<file path="src/rtl/bram_stream_reader.sv">
// bram_stream_reader: streams BRAM words out as DATA_OUT_WIDTH slices, LSB slice first, with ready/valid handshake.
// Optional abort input enabled by defining BRAM_STREAM_READER_ABORT_EN.
module bram_stream_reader #(
  parameter int ADDRESS_WIDTH   = 13,
  parameter int BRAM_DATA_WIDTH = 32,
  parameter int DATA_OUT_WIDTH  = 8
) (
  input  logic                         clk_i,
  input  logic                         rst_i,
  input  logic                         start_i,
  input  logic [ADDRESS_WIDTH-1:0]     base_addr_i,
  input  logic [ADDRESS_WIDTH:0]       num_words_i,
`ifdef BRAM_STREAM_READER_ABORT_EN
  input  logic                         abort_i,
`endif
  output logic                         busy_o,
  output logic                         done_o,
  output logic [DATA_OUT_WIDTH-1:0]    data_o,
  output logic                         valid_o,
  input  logic                         ready_i,
  output logic                         last_o,
  output logic [ADDRESS_WIDTH-1:0]     bram_addr,
  output logic                         bram_en,
  output logic [BRAM_DATA_WIDTH/8-1:0] bram_we,
  input  logic [BRAM_DATA_WIDTH-1:0]   bram_data_out
);
  localparam int R  = BRAM_DATA_WIDTH / DATA_OUT_WIDTH;
  localparam int KW = (R > 1) ? $clog2(R) : 1;

  typedef enum logic [1:0] {IDLE, READ, WAIT, SHIFT} state_t;

  state_t                     state_q, state_d;
  logic [ADDRESS_WIDTH-1:0]   addr_q, addr_d;
  logic [ADDRESS_WIDTH:0]     cnt_q, cnt_d;
  logic [KW-1:0]              k_q, k_d;
  logic [BRAM_DATA_WIDTH-1:0] sreg_q, sreg_d;
  logic                       done_q, done_d;

  always_ff @(posedge clk_i or negedge rst_i) begin
    if (!rst_i) begin
      state_q <= IDLE;
      addr_q  <= '0;
      cnt_q   <= '0;
      k_q     <= '0;
      sreg_q  <= '0;
      done_q  <= 1'b0;
    end else begin
      state_q <= state_d;
      addr_q  <= addr_d;
      cnt_q   <= cnt_d;
      k_q     <= k_d;
      sreg_q  <= sreg_d;
      done_q  <= done_d;
    end
  end

  always_comb begin
    state_d = state_q;
    addr_d  = addr_q;
    cnt_d   = cnt_q;
    k_d     = k_q;
    sreg_d  = sreg_q;
    done_d  = 1'b0;
    case (state_q)
      IDLE: if (start_i) begin
        if (num_words_i != '0) begin
          state_d = READ;
          addr_d  = base_addr_i;
          cnt_d   = num_words_i;
          k_d     = '0;
        end else begin
          done_d = 1'b1;
        end
      end
      READ: state_d = WAIT;
      WAIT: begin
        sreg_d  = bram_data_out;
        state_d = SHIFT;
      end
      SHIFT: if (ready_i) begin
        if (k_q == KW'(R - 1)) begin
          k_d     = '0;
          cnt_d   = cnt_q - (ADDRESS_WIDTH + 1)'(1);
          addr_d  = addr_q + ADDRESS_WIDTH'(1);
          state_d = (cnt_q == (ADDRESS_WIDTH + 1)'(1)) ? IDLE : READ;
          done_d  = (cnt_q == (ADDRESS_WIDTH + 1)'(1));
        end else begin
          k_d = k_q + KW'(1);
        end
      end
      default: state_d = IDLE;
    endcase
`ifdef BRAM_STREAM_READER_ABORT_EN
    // Abort wins over everything, including a word landing from the BRAM this cycle.
    if (abort_i && state_q != IDLE) begin
      state_d = IDLE;
      cnt_d   = '0;
      k_d     = '0;
      sreg_d  = '0;
      done_d  = 1'b1;
    end
`endif
  end

  assign busy_o    = state_q != IDLE;
  assign done_o    = done_q;
  assign valid_o   = state_q == SHIFT;
  assign data_o    = sreg_q[int'(k_q)*DATA_OUT_WIDTH +: DATA_OUT_WIDTH];
  assign last_o    = valid_o && k_q == KW'(R - 1) && cnt_q == (ADDRESS_WIDTH + 1)'(1);
  assign bram_addr = addr_q;
  assign bram_en   = state_q == READ;
  assign bram_we   = '0;
endmodule

</file>
<file path="config.mk">
export PLATFORM = sky130hd
export DESIGN_NAME = bram_stream_reader
export DESIGN_NICKNAME = d
export VERILOG_FILES = /design/src/rtl/bram_stream_reader.sv
export SDC_FILE = /design/constraint.sdc
export NUM_CORES = 1
export LEC_CHECK = 0
export ABC_AREA = 1
export BUFFER_PORTS_ARGS = -buffer_cell sky130_fd_sc_hd__buf_2
export CAP_MARGIN = 20
export CORE_ASPECT_RATIO = 0.8
export CORE_MARGIN = 3
export CORE_UTILIZATION = 54
export CTS_CLUSTER_SIZE = 16
export DETAILED_ROUTE_END_ITERATION = 10
export PLACE_DENSITY = 0.82
export RECOVER_POWER = 50
export SLEW_MARGIN = 20
export SYNTH_ARGS = -nofsm -noshare
export SYNTH_HDL_FRONTEND = slang
export SYNTH_SLANG_ARGS = --single-unit
</file>
<file path="constraint.sdc">
create_clock -name clk_i -period 1.97 [get_ports clk_i]
set_input_delay 0.197 -clock clk_i [delete_from_list [all_inputs] [get_ports clk_i]]
set_output_delay 0.197 -clock clk_i [all_outputs]
set_load 0.02 [all_outputs]
</file>
==> results.toml <==
[logic_synthesis]
mappedNetlistArea_um2 = 3792
synth_top_cell_by_area = "dfrtp_1"
synth_compound_area_frac = 0.08545
yosys-top-cells-count = "nand2_1 (195), dfrtp_1 (64), inv_1 (40), nor2_1 (37), nand3_1 (35)"
synthArstFlopShare = 1.000
synth_xor_area_frac = 0.004619
synth_adder_area_share = 0.02969
synth_most_common_cell = "nand2_1"
synthCells = 508
synth-edff-count = 0
ys.flop_type = "dfrtp_1"
synthMuxAreaShare = 0.07654
yosysWarnings = 0
synth_area_leaders = "dfrtp_1 (42%), nand2_1 (19%), mux2_2 (7.1%), nand3_1 (4.6%), inv_1 (4.0%)"
synth_top_cell_area_share = 0.4223
synth_top_family_by_area = "simple AND/OR/NAND/NOR gates"
synth-simple-area-share = 0.2983
seq_area_frac_synth = 0.4223
yosysUniqueCellTypes = 30
synth-seq-cells = 64
synth.avg_cell_area_um2 = 7.465

[clocking]
cts.clk_slew.worst_paths_ps = 80
ctsRootBufferMaster = "clkbuf_8"
clock_path_buffers = 2
numCtsBuffers = 9
htreeDepth = 3
clk_latency_ps = 360
cts.sinks = 64
cts_tree = "yes"

[floorplanning]
core_area_um2 = 6604
start_util = 0.5743
rows = 26
die_area_um2 = 8071
boundaryPins = 93
fp.dieH_um = 80.96
die_x_um = 99.70

[setup_path]
worstPathArrival_ps = 1690
cp.required_ps = 1770
startpoint_type = "flop"
critPathKind = "reg -> out"
crit_fanout = 11
end_kind = "output port"

[final_layout]
fin_nets = 674
layout-drive-gt1-share = 0.2389
final_cells = 691
diodes = 0
final_area_um2 = 4601
area_growth_pct = 21.31
fillCellCount = 563

[route]
first_pass_iters = 5
avgViaCountPerCell = 5.184
drcViolationCount = 0
initialDrtViolationCount = 228
wl_per_cell_um = 14.11
vias = 3582
wirelength_mm = 9.753
postRouteAntennaNets = 0

[sta]
min_period_ps = 1883
finalCritPeriodShare = 0.9557
fmax_mhz = 531.2
worst_clock_skew_ps = 8.929
holdWs_ps = 43.88
final-setup-viol-count = 0
hold_violations = 0
relSlewSlack = 0.1073
slew_violations = 0
tightest_slew_ps = 1339

[placed_design]
dp_hpwl_mm = 6.844
postPlaceCellArea_um2 = 4278
place_inst = 666
io_buffers = 88
gp_congestion = 0.8984

[global_routing]
grt_max_degree = 41
track_usage = 0.2489
grt_pass1_wl_mm = 15.69
grt_pass1_vias = 3283
overflow = 0
antenna_found_initial = 0

[run_status]
status = "finished, final reports clean"

[power_and_ir_drop]
leakage_uw = 0.002434
peakVddDrop_mv = 0.8942
power.density_nw_per_um2 = 1791

[flow_run]
maxCapViolCount = 0

[min_path]
min_path_type = "in -> reg"
## metal layers
metal  vias up  wire [µm]  global-route usage
met5         -          0                   0
li1       1802          -                   -
met3        15        748             0.06352
met1      1630       4555              0.3583
met2       135       4312              0.3708
met4         0        137             0.07367
## registers in the layout, summed over array words and instances, names as in the netlist
name	cells
done_o	1
k_q	2
cnt_q	14
bram_addr	13
sreg_q	32
state_q	2
## where the power goes
part	internal [µW]	switching, µW	leakage, µW
registers	1970	577	0.000779
logic	1610	2640	0.00153
clock network	858	586	0.000126
## cell usage in the layout (no fill, tap or decap), types with 3 or more instances in the layout
cell	n
mux2_2	24
o21ai_0	24
clkbuf_8	9
nand2_1	195
dfrtp_1	63
clkbuf_1	13
buf_2	74
inv_1	39
bufinv_16	3
conb_1	4
a21oi_1	26
nor2_2	5
nand3_1	35
ha_1	8
nor2_1	36
nand4_1	3
buf_4	10
o21ai_1	4
## repair_timing
item / in CTS / in global routing
cloned: 1 / 1
setup buffers: 0 / 6
resized for setup: 3 / 6
hold endpoints to repair: 21 / 0
endpoints found under the setup margin: 9 / 9
hold buffers: 1 / 0
pin swaps: 0 / 0
## final cells by class
type,count,area (µm²),share of cell area
clock buffers,9,123.9,0.02692
clock inverters,7,127.6,0.02774
repair inverters,2,12.51,0.002720
well taps,84,105.1,0.02284
multi-input cells,380,1896,0.4120
repair buffers,101,559.3,0.1216
inverters,44,173.9,0.03780
flip-flops and latches,64,1603,0.3484
## critical path, stage by stage, from the launching register on
cell and delay, ps:
dfrtp_2 500, clkinvlp_2 260, o21ai_0 210, a21oi_1 60, a21oi_1 120, buf_2 180
## worst paths after layout
| path | startpoint | to | slack, ps | cells past startpoint |
|---|---|---|---|---|
| worst max-delay path | k_q[0] | data_o[7] | 90 | 5 |
| worst min-delay path | bram_data_out[11] | sreg_q[11] | 40 | 3 |
| worst max register to register | state_q[1] | cnt_q[2] | 250 | 9 |
| worst min register to register | sreg_q[26] | sreg_q[26] | 510 | 1 |
| max in group asynchronous | rst_i | k_q[0] | 320 | 3 |
| min in group asynchronous | rst_i | bram_addr[7] | 660 | 2 |
## cell families after synthesis
group / Yosys count
xor gates and xnor gates: 2
and+or+nand+nor: 278
muxes: 26
DFF: 64
buffers and inverters: 67
AOI/OAI and AO/OA: 61
adders and majority gates: 9
other: 1
## per-stage QoR
| stage | setup WS (ps) | power (µW) | setup TNS, ps | util |
|---|---|---|---|---|
| finish | 87.34 | 8239 | 0 | 0.6967 |
| CTS | 17.93 | 8178 | 0 | 0.6895 |
| global placement | 340.6 | 6508 | 0 | 0.6478 |
| detailed placement | 223.5 | 6676 | 0 | 0.6478 |
| floorplan | 347.5 | 5600 | 0 | - |
| global route | -18.13 | 8912 | -18.13 | 0.6967 |
Note: power is estimated with default switching activity, not from simulation.
